--- src/rtl/bowling_pkg.sv ---
// Shared types for the bowling lane controller and scorer.
// State encoding, pin/roll counter types and game limits.
package bowling_pkg;

    localparam int MAX_PINS  = 10;
    localparam int MAX_ROLLS = 21;

    typedef logic [3:0] pin_t;
    typedef logic [4:0] roll_cnt_t;

    typedef enum logic [2:0] {
        S_IDLE,
        S_RACK,
        S_WAIT_BALL,
        S_SETUP,
        S_STRIKE,
        S_CLEAR,
        S_SCORE,
        S_DONE
    } state_e;

endpackage

--- src/rtl/bowling_frame_tracker.sv ---
// Frame/ball bookkeeping, including all tenth-frame bonus rules.
// Decisions are registered on the roll strobe and read back in CLEAR.
module bowling_frame_tracker
    import bowling_pkg::*;
#(
    parameter int FRAMES = 10
) (
    input  logic       clock,
    input  logic       reset_n,
    input  logic       new_game_i,
    input  logic       roll_i,
    input  pin_t       knocked_i,
    output logic [3:0] frame_o,
    output logic [1:0] ball_o,
    output logic       need_rack_o,
    output logic       game_end_o
);

    logic [3:0] frame_q, frame_d;
    logic [1:0] ball_q, ball_d;
    pin_t       first_q, first_d;
    logic       need_rack_q, need_rack_d;
    logic       game_end_q, game_end_d;
    logic       strike, spare, last_frame;

    assign strike     = (knocked_i == pin_t'(MAX_PINS));
    assign spare      = ({1'b0, first_q} + {1'b0, knocked_i}) == 5'(MAX_PINS);
    assign last_frame = (frame_q >= 4'(FRAMES));

    always_comb begin
        frame_d     = frame_q;
        ball_d      = ball_q;
        first_d     = first_q;
        need_rack_d = need_rack_q;
        game_end_d  = game_end_q;
        if (new_game_i) begin
            frame_d     = 4'd1;
            ball_d      = 2'd1;
            first_d     = '0;
            need_rack_d = 1'b0;
            game_end_d  = 1'b0;
        end else if (roll_i) begin
            need_rack_d = 1'b0;
            if (!last_frame) begin
                if (ball_q == 2'd1 && !strike) begin
                    ball_d  = 2'd2;
                    first_d = knocked_i;
                end else begin
                    frame_d     = frame_q + 4'd1;
                    ball_d      = 2'd1;
                    need_rack_d = 1'b1;
                end
            end else if (ball_q == 2'd1) begin
                first_d     = knocked_i;
                ball_d      = 2'd2;
                need_rack_d = strike;
            end else if (ball_q == 2'd2 && first_q == pin_t'(MAX_PINS)) begin
                // After a first-ball strike, only a second strike re-racks.
                ball_d      = 2'd3;
                need_rack_d = strike;
            end else if (ball_q == 2'd2 && spare) begin
                ball_d      = 2'd3;
                need_rack_d = 1'b1;
            end else begin
                game_end_d = 1'b1;
            end
        end
    end

    always_ff @(posedge clock) begin
        if (!reset_n) begin
            frame_q     <= '0;
            ball_q      <= '0;
            first_q     <= '0;
            need_rack_q <= 1'b0;
            game_end_q  <= 1'b0;
        end else begin
            frame_q     <= frame_d;
            ball_q      <= ball_d;
            first_q     <= first_d;
            need_rack_q <= need_rack_d;
            game_end_q  <= game_end_d;
        end
    end

    assign frame_o     = frame_q;
    assign ball_o      = ball_q;
    assign need_rack_o = need_rack_q;
    assign game_end_o  = game_end_q;

endmodule

--- src/rtl/bowling_lane_controller.sv ---
// Lane-side roll transmitter: sensor readings in, scorer roll protocol out.
// Sequences racks, validates readings and holds calculate_score at game end.
module bowling_lane_controller
    import bowling_pkg::*;
#(
    parameter int SCORE_CYCLES = 10,
    parameter int FRAMES       = 10
) (
    input  logic       clock,
    input  logic       reset_n,
    input  logic       start,
    input  logic       ball_valid,
    input  logic [3:0] pins_standing,
    output logic       ball_ready,
    output logic       rack_req,
    input  logic       rack_ack,
    output logic       roll,
    output logic [3:0] pin_count,
    output logic       calculate_score,
    output logic [3:0] frame,
    output logic [1:0] ball,
    output logic [4:0] roll_total,
    output logic       game_over,
    output logic       sensor_error
);

    localparam int CW = $clog2(SCORE_CYCLES + 1);

    state_e        state_q, state_d;
    pin_t          standing_q, standing_d;
    pin_t          knocked_q, knocked_d;
    roll_cnt_t     total_q, total_d;
    logic          err_q, err_d;
    logic [CW-1:0] cnt_q, cnt_d;
    logic          new_game, bad_read, need_rack, game_end;

    assign new_game = start && (state_q == S_IDLE || state_q == S_DONE);
    assign bad_read = (pins_standing > standing_q)
                   || (pins_standing > pin_t'(MAX_PINS));

    always_comb begin
        state_d    = state_q;
        standing_d = standing_q;
        knocked_d  = knocked_q;
        total_d    = total_q;
        err_d      = err_q;
        cnt_d      = cnt_q;
        unique case (state_q)
            S_IDLE, S_DONE: begin
                if (start) begin
                    state_d = S_RACK;
                    total_d = '0;
                    err_d   = 1'b0;
                end
            end
            S_RACK: begin
                if (rack_ack) begin
                    standing_d = pin_t'(MAX_PINS);
                    state_d    = S_WAIT_BALL;
                end
            end
            S_WAIT_BALL: begin
                // An impossible reading is dropped; only the flag records it.
                if (ball_valid && bad_read) begin
                    err_d = 1'b1;
                end else if (ball_valid) begin
                    knocked_d  = standing_q - pins_standing;
                    standing_d = pins_standing;
                    state_d    = S_SETUP;
                end
            end
            S_SETUP: state_d = S_STRIKE;
            S_STRIKE: begin
                total_d = total_q + 5'd1;
                state_d = S_CLEAR;
            end
            S_CLEAR: begin
                if (game_end) begin
                    state_d = S_SCORE;
                    cnt_d   = '0;
                end else if (need_rack) begin
                    state_d = S_RACK;
                end else begin
                    state_d = S_WAIT_BALL;
                end
            end
            S_SCORE: begin
                if (cnt_q == CW'(SCORE_CYCLES - 1)) begin
                    state_d = S_DONE;
                end else begin
                    cnt_d = cnt_q + 1'b1;
                end
            end
            default: state_d = S_IDLE;
        endcase
    end

    always_ff @(posedge clock) begin
        if (!reset_n) begin
            state_q    <= S_IDLE;
            standing_q <= '0;
            knocked_q  <= '0;
            total_q    <= '0;
            err_q      <= 1'b0;
            cnt_q      <= '0;
        end else begin
            state_q    <= state_d;
            standing_q <= standing_d;
            knocked_q  <= knocked_d;
            total_q    <= total_d;
            err_q      <= err_d;
            cnt_q      <= cnt_d;
        end
    end

    bowling_frame_tracker #(
        .FRAMES(FRAMES)
    ) u_tracker (
        .clock      (clock),
        .reset_n    (reset_n),
        .new_game_i (new_game),
        .roll_i     (state_q == S_STRIKE),
        .knocked_i  (knocked_q),
        .frame_o    (frame),
        .ball_o     (ball),
        .need_rack_o(need_rack),
        .game_end_o (game_end)
    );

    assign ball_ready      = (state_q == S_WAIT_BALL);
    assign rack_req        = (state_q == S_RACK);
    assign roll            = (state_q == S_STRIKE);
    assign pin_count       = (state_q == S_SETUP || state_q == S_STRIKE)
                           ? knocked_q : '0;
    assign calculate_score = (state_q == S_SCORE);
    assign roll_total      = total_q;
    assign game_over       = game_end;
    assign sensor_error    = err_q;

endmodule

--- config.mk ---
export PLATFORM = sky130hd
export DESIGN_NAME = bowling_lane_controller
export DESIGN_NICKNAME = d
export VERILOG_FILES = /design/src/rtl/bowling_pkg.sv /design/src/rtl/bowling_frame_tracker.sv /design/src/rtl/bowling_lane_controller.sv
export SDC_FILE = /design/constraint.sdc
export NUM_CORES = 1
export LEC_CHECK = 0
export ABC_AREA = 1
export BUFFER_PORTS_ARGS = -buffer_cell sky130_fd_sc_hd__buf_4
export CAP_MARGIN = 30
export CORE_MARGIN = 2
export CORE_UTILIZATION = 61
export DETAILED_ROUTE_END_ITERATION = 6
export PLACE_DENSITY = 0.94
export RECOVER_POWER = 100
export SETUP_SLACK_MARGIN = 0.02
export SLEW_MARGIN = 30
export SYNTH_ARGS = -nofsm -noshare
export SYNTH_HDL_FRONTEND = slang
export SYNTH_SLANG_ARGS = --single-unit
--- constraint.sdc ---
create_clock -name clock -period 3.5 [get_ports clock]
set_input_delay 0.35 -clock clock [delete_from_list [all_inputs] [get_ports clock]]
set_output_delay 0.35 -clock clock [all_outputs]
set_load 0.01 [all_outputs]
==> results of run 1 <==
==> per-stage QoR <==
step | hold WS [ns] | std cells | worst slack (ns)
after CTS | 0.273 | 366 | 1.46
after detailed placement | 0.459 | 358 | 1.57
after floorplan | 0.440 | 287 | 1.76
after global placement | 0.454 | 358 | 1.69
final | 0.280 | 366 | 1.29
after global routing | 0.269 | 366 | 1.05
==> where the power goes <==
part           leakage (nW)  switching (mW)  internal [mW]  total [mW]
Combinational         0.664           0.401          0.214       0.615
Sequential            0.268          0.0626          0.434       0.496
Clock                0.0413           0.140          0.116       0.257
==> layer usage <==
layer	track usage [%]	vias up	share of wire, %
met5	0	-	0
met4	10.0	0	1.5
met3	6.83	6	5.2
met2	40.8	53	48
met1	30.7	855	45
li1	-	991	-
==> sequential cells by signal (all words and copies together) (netlist names) <==
signal                 cells
u_tracker.frame_o          4
u_tracker.need_rack_o      1
u_tracker.ball_o           2
cnt_q                      4
u_tracker.game_end_o       1
roll_total                 5
state_q                    3
standing_q                 4
u_tracker.first_q          4
sensor_error               1
knocked_q                  4
==> logic make-up (layout without fill, tap and decap cells) <==
kind of cell / Yosys count / count (layout)
buf+inv: 51 / 84
compound gates: 58 / 58
fa+ha+maj: 15 / 15
xor+xnor: 3 / 3
flops: 33 / 33
simple gates: 127 / 127
==> final cells by class <==
type	instances	area (um2)	share of cell area (%)
Timing Repair Buffer	29	150	6.70
Inverter	47	178	7.93
Clock inverter	1	5.00	0.223
Clock buffer	7	65.1	2.90
Sequential cell	33	661	29.5
Tap cell	46	57.6	2.57
Multi-Input combinational cell	203	1120	50.2
==> critical path, cell delays in order (launching register included) <==
cell and delay (ns):
dfxtp_1 0.43, inv_1 0.10, nor2_1 0.16, inv_1 0.12, nor2_1 0.44, nand4_1 0.41
clkinvlp_2 0.26, nand2_1 0.08, a21oi_2 0.13
==> layout by cell type (no fill, tap or decap) <==
cell type / n
inv_1: 45
a211oi_2: 1
nor3_2: 1
o21ai_1: 3
a21oi_2: 5
o21a_1: 1
clkbuf_4: 5
nand2_1: 53
fa_1: 2
o21bai_1: 1
and3_1: 1
inv_2: 1
nand2_4: 2
buf_4: 11
clkbuf_8: 2
nand4_1: 5
nor2_2: 1
dfxtp_1: 33
clkinvlp_2: 1
clkinv_2: 1
o21a_4: 1
nor3_1: 7
a21oi_1: 31
nand2_2: 5
nand3_1: 18
clkbuf_1: 18
nor2_1: 33
ha_1: 13
o21ai_0: 15
or2_4: 1
xor2_1: 3
==> path summary, 6_finish.rpt <==
check                                    end  slack (ns)
setup / recovery  standing_q[2]$_SDFFE_PN0P_        1.29
hold / removal    standing_q[2]$_SDFFE_PN0P_        0.28
hold reg to reg   standing_q[0]$_SDFFE_PN0P_        0.47
setup reg to reg  standing_q[2]$_SDFFE_PN0P_        1.29
==> results by group, run 1 <==
Floorplanning
  – Area of the die: 3840 um2
  – Die Y: 61.9 um
  – Initial Util: 62.4%
  – Top-Level Pins: 30
  – Core area: 3280 um2
  – Site Rows: 21
  – Die W: 61.9 um

Placed design
  – Placer Congestion: 0.916
  – IO buf count: 29
  – DP Area: 2300 um2
  – Post-DP HPWL: 3200 um

Power and ir drop
  – VDD IR max: 0.435 mV
  – Pwr Total: 1.37 mW
  – Pleak: 0.974 nW
  – Power density over the cells: 611 nW/um2

Synth
  – Sequential fraction of the synthesis area: 32.3%
  – Compound-Gate Fraction of Synth Area: 16.2%
  – Top FF cell, synth: dfxtp_1
  – Most numerous cell in the Yosys netlist: nand2_1
  – Synth Area in Adders: 9.90%
  – Top-area cell type share of the netlist area: 32.3%
  – Most frequent cells after synthesis: nand2_1, inv_1, dfxtp_1
  – Simple-gate area share of the yosys netlist: 30.5%
  – Post-synthesis register bit count: 33
  – Synthesized instance count: 287
  – XOR/XNOR Fraction of Synth Area: 1.28%
  – EDFF count, synth: 0
  – Largest family of logic cells by synthesized area: simple AND/OR/NAND/NOR gates
  – Synth Net Count: 311
  – Dominant cell type by area after synthesis: dfxtp_1
  – Cell Area, Synth: 2050 um2
  – Post-synthesis mux area share: 0%
  – Syn_area_per_cell: 7.14 um2
  – Post-synthesis async set-or-reset flop share: 0%
  – Library cells used by synthesis: 33
  – Top cells by area, synth: dfxtp_1, nand2_1, ha_1
  – YS warnings: 0

Worst hold path
  – Hold Crit Start: pins_standing[2]
  – HP Class: input pin to register
  – WHS Path Cells: 3

Cells and area
  – Ant diodes: 0
  – Nets: 343
  – Layout fillers: 291
  – Area Growth Syn to Fin: 9.41%
  – Ratio of cells with drive above 1 in the final layout: 11.9%
  – Final Instance Area: 2240 um2
  – End-of-flow core utilization: 68.2%

Routing
  – Routed WL: 4330 um
  – # DRC: 0
  – Pre-antenna DRT Iters: 5
  – Routed len/inst: 11.8 um
  – Vias: 1905
  – DRT iter0 DRCs: 146
  – Number of routed nets with antenna violations: 0
  – Via density: 5.20

STA
  – Worst Tran Pin Value: 0.584 ns
  – Max-slew violations: 0
  – Unrepaired setup endpoints after global routing: no
  – Post-route minimum period: 2.21 ns
  – Final hold violations: 0
  – Fin crit share: 63.3%
  – Setup violators final: 0
  – Rel. slew slack: 61.0%
  – Clk_skew: 0.00339 ns
  – Setup TNS: 0 ns
  – Achievable frequency: 451 MHz

GRT
  – Total GRT Usage: 24.8%
  – Antenna violations before repair: 0
  – First-pass GRT wire length: 6980 um
  – Vias in the first global route: 1682
  – Grt total ovfl: 0
  – Largest net degree at the start of global routing: 13

Clock network
  – Clock slew at reported path FFs: 0.11 ns
  – Longest Clk Path Bufs: 2
  – Clock latency on the worst-skew pair: 0.34 ns
  – Hold buffer count at CTS: 0
  – Clk sinks: 33
  – TritonCTS clock tree: yes
  – # Post-CTS Setup Buffers: 0
  – Resized Gates After CTS: 0
  – TritonCTS buffer count: 5
  – # H-tree levels: 2
  – CTS root buffer: clkbuf_4

Critical path
  – Crit path from: state_q[1]$_SDFFE_PN0P_
  – Critical path type: register to register
  – Crit path arrival time: 2.50 ns
  – Critical Path RT: 3.78 ns
  – Maximum fanout along the worst path: 8
  – Critical R2R Launch: state_q[1]$_SDFFE_PN0P_
  – R2R depth: 8
  – Nature of the critical path endpoint: register
  – Worst Setup Start Kind: register

Status
  – Outcome: complete, no violations

Job
  – Max_cap viols: 0
No activity file was read; power rests on OpenSTA's default activity.
==> run 2, diff against run 1 <==
--- a/config.mk
+++ b/config.mk
@@ -9,9 +9,9 @@
 export BUFFER_PORTS_ARGS = -buffer_cell sky130_fd_sc_hd__buf_4
 export CAP_MARGIN = 30
 export CORE_MARGIN = 2
-export CORE_UTILIZATION = 61
+export CORE_UTILIZATION = 57
 export DETAILED_ROUTE_END_ITERATION = 6
-export PLACE_DENSITY = 0.94
+export PLACE_DENSITY = 0.9
 export RECOVER_POWER = 100
 export SETUP_SLACK_MARGIN = 0.02
 export SLEW_MARGIN = 30
==> constraint.sdc (replaced) <==
create_clock -name clock -period 2.2 [get_ports clock]
set_input_delay 0.22 -clock clock [delete_from_list [all_inputs] [get_ports clock]]
set_output_delay 0.22 -clock clock [all_outputs]
set_load 0.01 [all_outputs]
==> results by group, run 2 (synthesis results as in run 1) <==
Floorplanning
  – Area of the die: 4090 um2 (was 3840 um2)
  – Core area: 3390 um2 (was 3280 um2)
  – Top-Level Pins: 30 (unchanged)
  – Initial Util: 60.4% (was 62.4%)
  – Site Rows: 21 (unchanged)
  – Die Y: 63.9 um (was 61.9 um)
  – Die W: 63.9 um (was 61.9 um)

Cells and area
  – Final Instance Area: 2220 um2 (was 2240 um2)
  – Area Growth Syn to Fin: 8.43% (was 9.41%)
  – Ratio of cells with drive above 1 in the final layout: 12.5% (was 11.9%)
  – Area of the multi-input gates: 1120 um2 (about the same)
  – End-of-flow core utilization: 65.5% (was 68.2%)
  – Commonest non-fill, non-tap cell in the layout: nand2_1 (unchanged)
  – FF+latch area: 661 um2 (unchanged)
  – Max reg flops: 5 (unchanged)
  – Ant diodes: 0 (unchanged)
  – Post-route insts no fill: 366 (unchanged)
  – Nets: 343 (unchanged)
  – Layout fillers: 328 (was 291)
  – Most frequent cells in the layout: nand2_1, inv_1, dfxtp_1 (was nand2_1, inv_1, nor2_1, dfxtp_1, a21oi_1)

Routing
  – Pre-antenna DRT Iters: 4 (was 5)
  – Vias: 1913 (was 1905)
  – # DRC: 0 (unchanged)
  – Number of routed nets with antenna violations: 0 (unchanged)
  – Routed WL: 4270 um (was 4330 um)
  – Via density: 5.23 (was 5.20)
  – DRT iter0 DRCs: 110 (was 146)
  – Routed len/inst: 11.7 um (was 11.8 um)

Placed design
  – IO buf count: 29 (unchanged)
  – Post-DP HPWL: 3210 um (was 3200 um)
  – DP Area: 2300 um2 (unchanged)
  – Placer Congestion: 0.910 (was 0.916)
  – Post-Place Worst Slack: 0.290 ns (was 1.57 ns)
  – Post-Place Cells: 358 (unchanged)

Power and ir drop
  – Power density over the cells: 944 nW/um2 (was 611 nW/um2)
  – Pwr Total: 2.10 mW (was 1.37 mW)
  – Pleak: 0.966 nW (was 0.974 nW)
  – VDD IR max: 0.691 mV (was 0.435 mV)

Clock network
  – Clock slew at reported path FFs: 0.10 ns (was 0.11 ns)
  – TritonCTS clock tree: yes (unchanged)
  – Clock latency on the worst-skew pair: 0.36 ns (was 0.34 ns)
  – Hold buffer count at CTS: 0 (unchanged)
  – TritonCTS buffer count: 5 (unchanged)
  – # H-tree levels: 2 (unchanged)
  – Clk sinks: 33 (unchanged)
  – Resized Gates After CTS: 0 (unchanged)
  – # Post-CTS Setup Buffers: 0 (unchanged)
  – Longest Clk Path Bufs: 2 (unchanged)
  – CTS root buffer: clkbuf_4 (unchanged)

STA
  – Worst Tran Pin Value: 0.555 ns (was 0.584 ns)
  – Setup WS post-layout: 0.244 ns (was 1.29 ns)
  – Setup TNS: 0 ns (unchanged)
  – Setup violators final: 0 (unchanged)
  – Clk_skew: 0.00989 ns (was 0.00339 ns)
  – Final hold violations: 0 (unchanged)
  – Hold_ws: 0.137 ns (was 0.280 ns)
  – Rel. slew slack: 63.0% (was 61.0%)
  – Post-route minimum period: 1.96 ns (was 2.21 ns)
  – Fin crit share: 88.9% (was 63.3%)
  – Max-slew violations: 0 (unchanged)
  – Unrepaired setup endpoints after global routing: no (unchanged)
  – Achievable frequency: 511 MHz (was 451 MHz)

Critical path
  – Worst Setup Start Kind: register (unchanged)
  – Worst-path cell chain: ha_1 -> inv_1 -> fa_1 -> nor2_1 -> nand2_1 -> a21oi_1 -> nand2_1 -> nand2_1 -> a21oi_1 -> nor2_1 -> nor2_1 (was inv_1 -> nor2_1 -> inv_1 -> nor2_1 -> nand4_1 -> clkinvlp_2 -> nand2_1 -> a21oi_2)
  – R2R depth: 11 (was 8)
  – Crit path arrival time: 2.19 ns (was 2.50 ns)
  – Crit-path max cell delay: 0.44 ns (about the same)
  – Critical Path RT: 2.43 ns (was 3.78 ns)
  – Critical R2R Launch: knocked_q[0]$_SDFFE_PN0P_ (was state_q[1]$_SDFFE_PN0P_)
  – Worst path bufs/invs: 1 (was 3)
  – Maximum fanout along the worst path: 4 (was 8)
  – Worst reg2reg setup slack: 0.24 ns (was 1.29 ns)
  – Critical path type: register to register (unchanged)
  – Nature of the critical path endpoint: register (unchanged)
  – Worst R2R End: u_tracker.ball_o[0]$_SDFFE_PN0P_ (was standing_q[2]$_SDFFE_PN0P_)
  – CP max-delay cell: fa_1 (was nor2_1)
  – CP top delay family: adder cells (was simple AND/OR/NAND/NOR gates)

Worst hold path
  – HP Class: input pin to register (unchanged)
  – Hold Crit Start: pins_standing[2] (unchanged)
  – Worst Hold End: standing_q[2]$_SDFFE_PN0P_ (unchanged)
  – WHS Path Cells: 3 (unchanged)

GRT
  – Vias in the first global route: 1722 (was 1682)
  – First-pass GRT wire length: 7420 um (was 6980 um)
  – Grt total ovfl: 0 (unchanged)
  – Largest net degree at the start of global routing: 13 (unchanged)
  – Total GRT Usage: 23.3% (was 24.8%)
  – Antenna violations before repair: 0 (unchanged)

Job
  – Max_cap viols: 0 (unchanged)

Status
  – Outcome: complete, no violations (unchanged)
## run 2: worst register-to-register path, delay by kind of cell (launching register included)
| family | cells | cell delay (ns) |
|---|---|---|
| buf+inv | 1 | 0.06 |
| flops | 1 | 0.39 |
| simple gates | 6 | 0.54 |
| compound gates | 2 | 0.22 |
| fa+ha+maj | 2 | 0.63 |
## run 2: layer usage
metal / vias to the layer above / wire length (um) / global-route usage [%]
li1: 991 / - / -
met1: 855 / 1950 / 28.8
met2: 56 / 1980 / 37.4
met3: 11 / 224 / 6.16
met4: 0 / 117 / 11.4
met5: - / 0 / 0
## run 2: worst max path at each step
| stage | from | to | slack (ns) | depth (start not counted) |
|---|---|---|---|---|
| floorplan | knocked_q[0]$_SDFFE_PN0P_ | u_tracker.ball_o[0]$_SDFFE_PN0P_ | 0.46 | 11 |
| global placement | knocked_q[0]$_SDFFE_PN0P_ | u_tracker.ball_o[0]$_SDFFE_PN0P_ | 0.38 | 11 |
| detailed placement | knocked_q[0]$_SDFFE_PN0P_ | u_tracker.ball_o[0]$_SDFFE_PN0P_ | 0.29 | 11 |
| CTS | knocked_q[0]$_SDFFE_PN0P_ | u_tracker.ball_o[0]$_SDFFE_PN0P_ | 0.27 | 11 |
| global route | state_q[0]$_SDFFE_PN0P_ | pin_count[0] | 0.07 | 7 |
| finish | knocked_q[0]$_SDFFE_PN0P_ | u_tracker.ball_o[0]$_SDFFE_PN0P_ | 0.24 | 11 |
## run 2: final cells by class
cell class                      instances  share of cell area (%)
Multi-Input combinational cell        203                    50.4
Sequential cell                        33                    29.7
Inverter                               47                    8.00
Timing Repair Buffer                   29                    6.76
Tap cell                               46                    2.59
Clock buffer                            5                    1.69
Clock inverter                          3                   0.789
## run 2: report_power, final
group	leakage, nW	internal, mW	switching, mW	total [mW]
logic	0.667	0.337	0.613	0.951
clock network	0.0310	0.120	0.230	0.351
registers	0.268	0.690	0.104	0.794
total	0.966	1.15	0.948	2.10
==> run 3, diff against run 2 <==
--- a/config.mk
+++ b/config.mk
@@ -9,12 +9,13 @@
 export BUFFER_PORTS_ARGS = -buffer_cell sky130_fd_sc_hd__buf_4
 export CAP_MARGIN = 30
 export CORE_MARGIN = 2
-export CORE_UTILIZATION = 57
+export CORE_UTILIZATION = 61
 export DETAILED_ROUTE_END_ITERATION = 6
-export PLACE_DENSITY = 0.9
+export PLACE_DENSITY = 0.95
 export RECOVER_POWER = 100
 export SETUP_SLACK_MARGIN = 0.02
 export SLEW_MARGIN = 30
 export SYNTH_ARGS = -nofsm -noshare
 export SYNTH_HDL_FRONTEND = slang
+export SYNTH_HIERARCHICAL = 1
 export SYNTH_SLANG_ARGS = --single-unit
==> constraint.sdc (replaced) <==
create_clock -name clock -period 2.51 [get_ports clock]
set_input_delay 0.251 -clock clock [delete_from_list [all_inputs] [get_ports clock]]
set_output_delay 0.251 -clock clock [all_outputs]
set_load 0.01 [all_outputs]
==> results by group, run 3 <==
Critical path
  – Worst path bufs/invs: 3 (was 1)
  – Critical path type: register to register (unchanged)
  – Crit-path max cell delay: 0.51 ns (was 0.44 ns)
  – CP max-delay cell: dfxtp_1 (was fa_1)
  – Critical Path RT: 2.74 ns (was 2.43 ns)
  – CP top delay family: buffers and inverters (was adder cells)
  – Maximum fanout along the worst path: 10 (was 4)
  – Worst Setup Start Kind: register (unchanged)
  – Crit path arrival time: 2.36 ns (was 2.19 ns)
  – Worst-path cell chain: nand2_1 -> inv_1 -> inv_1 -> nor2_1 -> clkinv_1 -> a21oi_1 -> a21oi_1 (was ha_1 -> inv_1 -> fa_1 -> nor2_1 -> nand2_1 -> a21oi_1 -> nand2_1 -> nand2_1 -> a21oi_1 -> nor2_1 -> nor2_1)
  – Nature of the critical path endpoint: register (unchanged)

GRT
  – Largest net degree at the start of global routing: 12 (was 13)
  – Antenna violations before repair: 0 (unchanged)
  – Vias in the first global route: 1639 (was 1722)
  – First-pass GRT wire length: 7090 um (was 7420 um)
  – Grt total ovfl: 0 (unchanged)
  – Total GRT Usage: 25.6% (was 23.3%)

Placed design
  – Placer Congestion: 0.886 (was 0.910)
  – DP Area: 2250 um2 (was 2300 um2)
  – IO buf count: 29 (unchanged)
  – Post-Place Worst Slack: 0.656 ns (was 0.290 ns)
  – Post-DP HPWL: 3300 um (was 3210 um)

Floorplanning
  – Die Y: 61.2 um (was 63.9 um)
  – Area of the die: 3740 um2 (was 4090 um2)
  – Site Rows: 20 (was 21)
  – Initial Util: 64.8% (was 60.4%)
  – Core area: 3080 um2 (was 3390 um2)
  – Top-Level Pins: 30 (unchanged)
  – Die W: 61.2 um (was 63.9 um)

Routing
  – Vias: 1887 (was 1913)
  – Number of routed nets with antenna violations: 0 (unchanged)
  – Routed WL: 4300 um (was 4270 um)
  – Routed len/inst: 11.8 um (was 11.7 um)
  – Pre-antenna DRT Iters: 4 (unchanged)
  – Via density: 5.17 (was 5.23)
  – DRT iter0 DRCs: 81 (was 110)
  – # DRC: 0 (unchanged)

Clock network
  – Clock latency on the worst-skew pair: 0.34 ns (was 0.36 ns)
  – Clk sinks: 33 (unchanged)
  – Resized Gates After CTS: 0 (unchanged)
  – # H-tree levels: 2 (unchanged)
  – Hold buffer count at CTS: 0 (unchanged)
  – TritonCTS buffer count: 5 (unchanged)
  – TritonCTS clock tree: yes (unchanged)
  – Clock slew at reported path FFs: 0.11 ns (was 0.10 ns)
  – Longest Clk Path Bufs: 2 (unchanged)
  – # Post-CTS Setup Buffers: 0 (unchanged)
  – CTS root buffer: clkbuf_4 (unchanged)

Power and ir drop
  – VDD IR max: 0.675 mV (was 0.691 mV)
  – Power density over the cells: 680 nW/um2 (was 944 nW/um2)
  – Pleak: 0.951 nW (was 0.966 nW)

STA
  – Achievable frequency: 469 MHz (was 511 MHz)
  – Rel. slew slack: 65.9% (was 63.0%)
  – Setup violators final: 0 (unchanged)
  – Unrepaired setup endpoints after global routing: no (unchanged)
  – Clk_skew: 0.0131 ns (was 0.00989 ns)
  – Setup TNS: 0 ns (unchanged)
  – Final hold violations: 0 (unchanged)
  – Hold_ws: 0.187 ns (was 0.137 ns)
  – Setup WS post-layout: 0.380 ns (was 0.244 ns)
  – Worst Tran Pin Value: 0.509 ns (was 0.555 ns)
  – Post-route minimum period: 2.13 ns (was 1.96 ns)
  – Max-slew violations: 0 (unchanged)
  – Fin crit share: 84.9% (was 88.9%)

Synth
  – Most frequent cells after synthesis: nand2_1, inv_1, a21oi_1 (was nand2_1, inv_1, dfxtp_1)
  – Syn_area_per_cell: 6.95 um2 (was 7.14 um2)
  – Sequential fraction of the synthesis area: 33.1% (was 32.3%)
  – YS warnings: 6 (was 0)
  – EDFF count, synth: 0 (unchanged)
  – Synth Net Count: 311 (unchanged)
  – Largest family of logic cells by synthesized area: simple AND/OR/NAND/NOR gates (unchanged)
  – Post-synthesis async set-or-reset flop share: 0% (unchanged)
  – Top-area cell type share of the netlist area: 33.1% (was 32.3%)
  – XOR/XNOR Fraction of Synth Area: 0.878% (was 1.28%)
  – Top FF cell, synth: dfxtp_1 (unchanged)
  – Synthesized instance count: 287 (unchanged)
  – Synth Area in Adders: 10.2% (was 9.90%)
  – Simple-gate area share of the yosys netlist: 30.2% (was 30.5%)
  – Library cells used by synthesis: 30 (was 33)
  – Post-synthesis register bit count: 33 (unchanged)
  – Most numerous cell in the Yosys netlist: nand2_1 (unchanged)
  – Dominant cell type by area after synthesis: dfxtp_1 (unchanged)
  – Top cells by area, synth: dfxtp_1, nand2_1, a21oi_1 (was dfxtp_1, nand2_1, ha_1)
  – Cell Area, Synth: 1990 um2 (was 2050 um2)
  – Compound-Gate Fraction of Synth Area: 15.8% (was 16.2%)
  – Post-synthesis mux area share: 0% (unchanged)

Cells and area
  – Ratio of cells with drive above 1 in the final layout: 10.6% (was 12.5%)
  – Commonest non-fill, non-tap cell in the layout: nand2_1 (unchanged)
  – Area Growth Syn to Fin: 10.5% (was 8.43%)
  – Max reg flops: 5 (unchanged)
  – Layout fillers: 268 (was 328)
  – Most frequent cells in the layout: nand2_1, inv_1, a21oi_1 (was nand2_1, inv_1, dfxtp_1)
  – End-of-flow core utilization: 71.6% (was 65.5%)
  – Nets: 344 (was 343)
  – Final Instance Area: 2200 um2 (was 2220 um2)
  – Ant diodes: 0 (unchanged)

Status
  – Outcome: complete, no violations (unchanged)

Worst hold path
  – HP Class: input pin to register (unchanged)

Job
  – Max_cap viols: 0 (unchanged)
## run 3: worst min-delay path, cell delays in order
cell and delay (ns):
buf_4 0.12, nand2_1 0.06, a21oi_1 0.06
## run 3: path summary, 6_finish.rpt
| path | start | endpoint | depth (start not counted) | slack [ns] |
|---|---|---|---|---|
| hold reg to reg | sensor_error$_SDFFE_PN0P_ | sensor_error$_SDFFE_PN0P_ | 2 | 0.47 |
| hold / removal | pins_standing[0] | standing_q[0]$_SDFFE_PN0P_ | 3 | 0.19 |
| setup reg to reg | state_q[2]$_SDFFE_PN0P_ | u_tracker/frame_o[0]$_SDFFE_PN0P_ | 7 | 0.38 |
| setup / recovery | state_q[2]$_SDFFE_PN0P_ | u_tracker/frame_o[0]$_SDFFE_PN0P_ | 7 | 0.38 |
## run 3: power by group
part	leakage (nW)	internal, mW	switching (mW)
Clock	0.0413	0.162	0.187
Combinational	0.642	0.179	0.331
Sequential	0.267	0.574	0.0632
Total	0.951	0.916	0.582
## run 3: logic make-up (layout without fill, tap and decap cells)
kind of cell,count (synthesis),after routing
buffers and inverters,50,84
adder cells (fa/ha/maj),15,15
AND/OR/NAND/NOR,128,128
AO/OA/AOI/OAI,59,59
flip-flops,33,33
XOR/XNOR,2,2
## run 3: layout make-up
class | count | area [um2] | area share (%)
multi-input combinational | 204 | 1090 | 49.7
sequential | 33 | 661 | 30.0
inverter | 47 | 176 | 8.01
timing repair buffer | 29 | 146 | 6.64
clock buffer | 7 | 65.1 | 2.95
tap | 44 | 55.1 | 2.50
clock inverter | 1 | 5.00 | 0.227
## run 3: metal layers
layer / wire (um) / share of wire (%) / up-vias / track usage, %
met2: 2020 / 47 / 51 / 42.6
met4: 82 / 1.9 / 0 / 8.70
met1: 1970 / 46 / 841 / 33.6
li1: - / - / 986 / -
met5: 0 / 0 / - / 0
met3: 224 / 5.2 / 9 / 4.62
## run 3: per-stage QoR
stage                     power, mW  instances
after detailed placement       1.20        357
after global placement         1.18        357
after CTS                      1.55        365
after global routing           1.60        365
after floorplan                1.05        287
final                          1.50        365
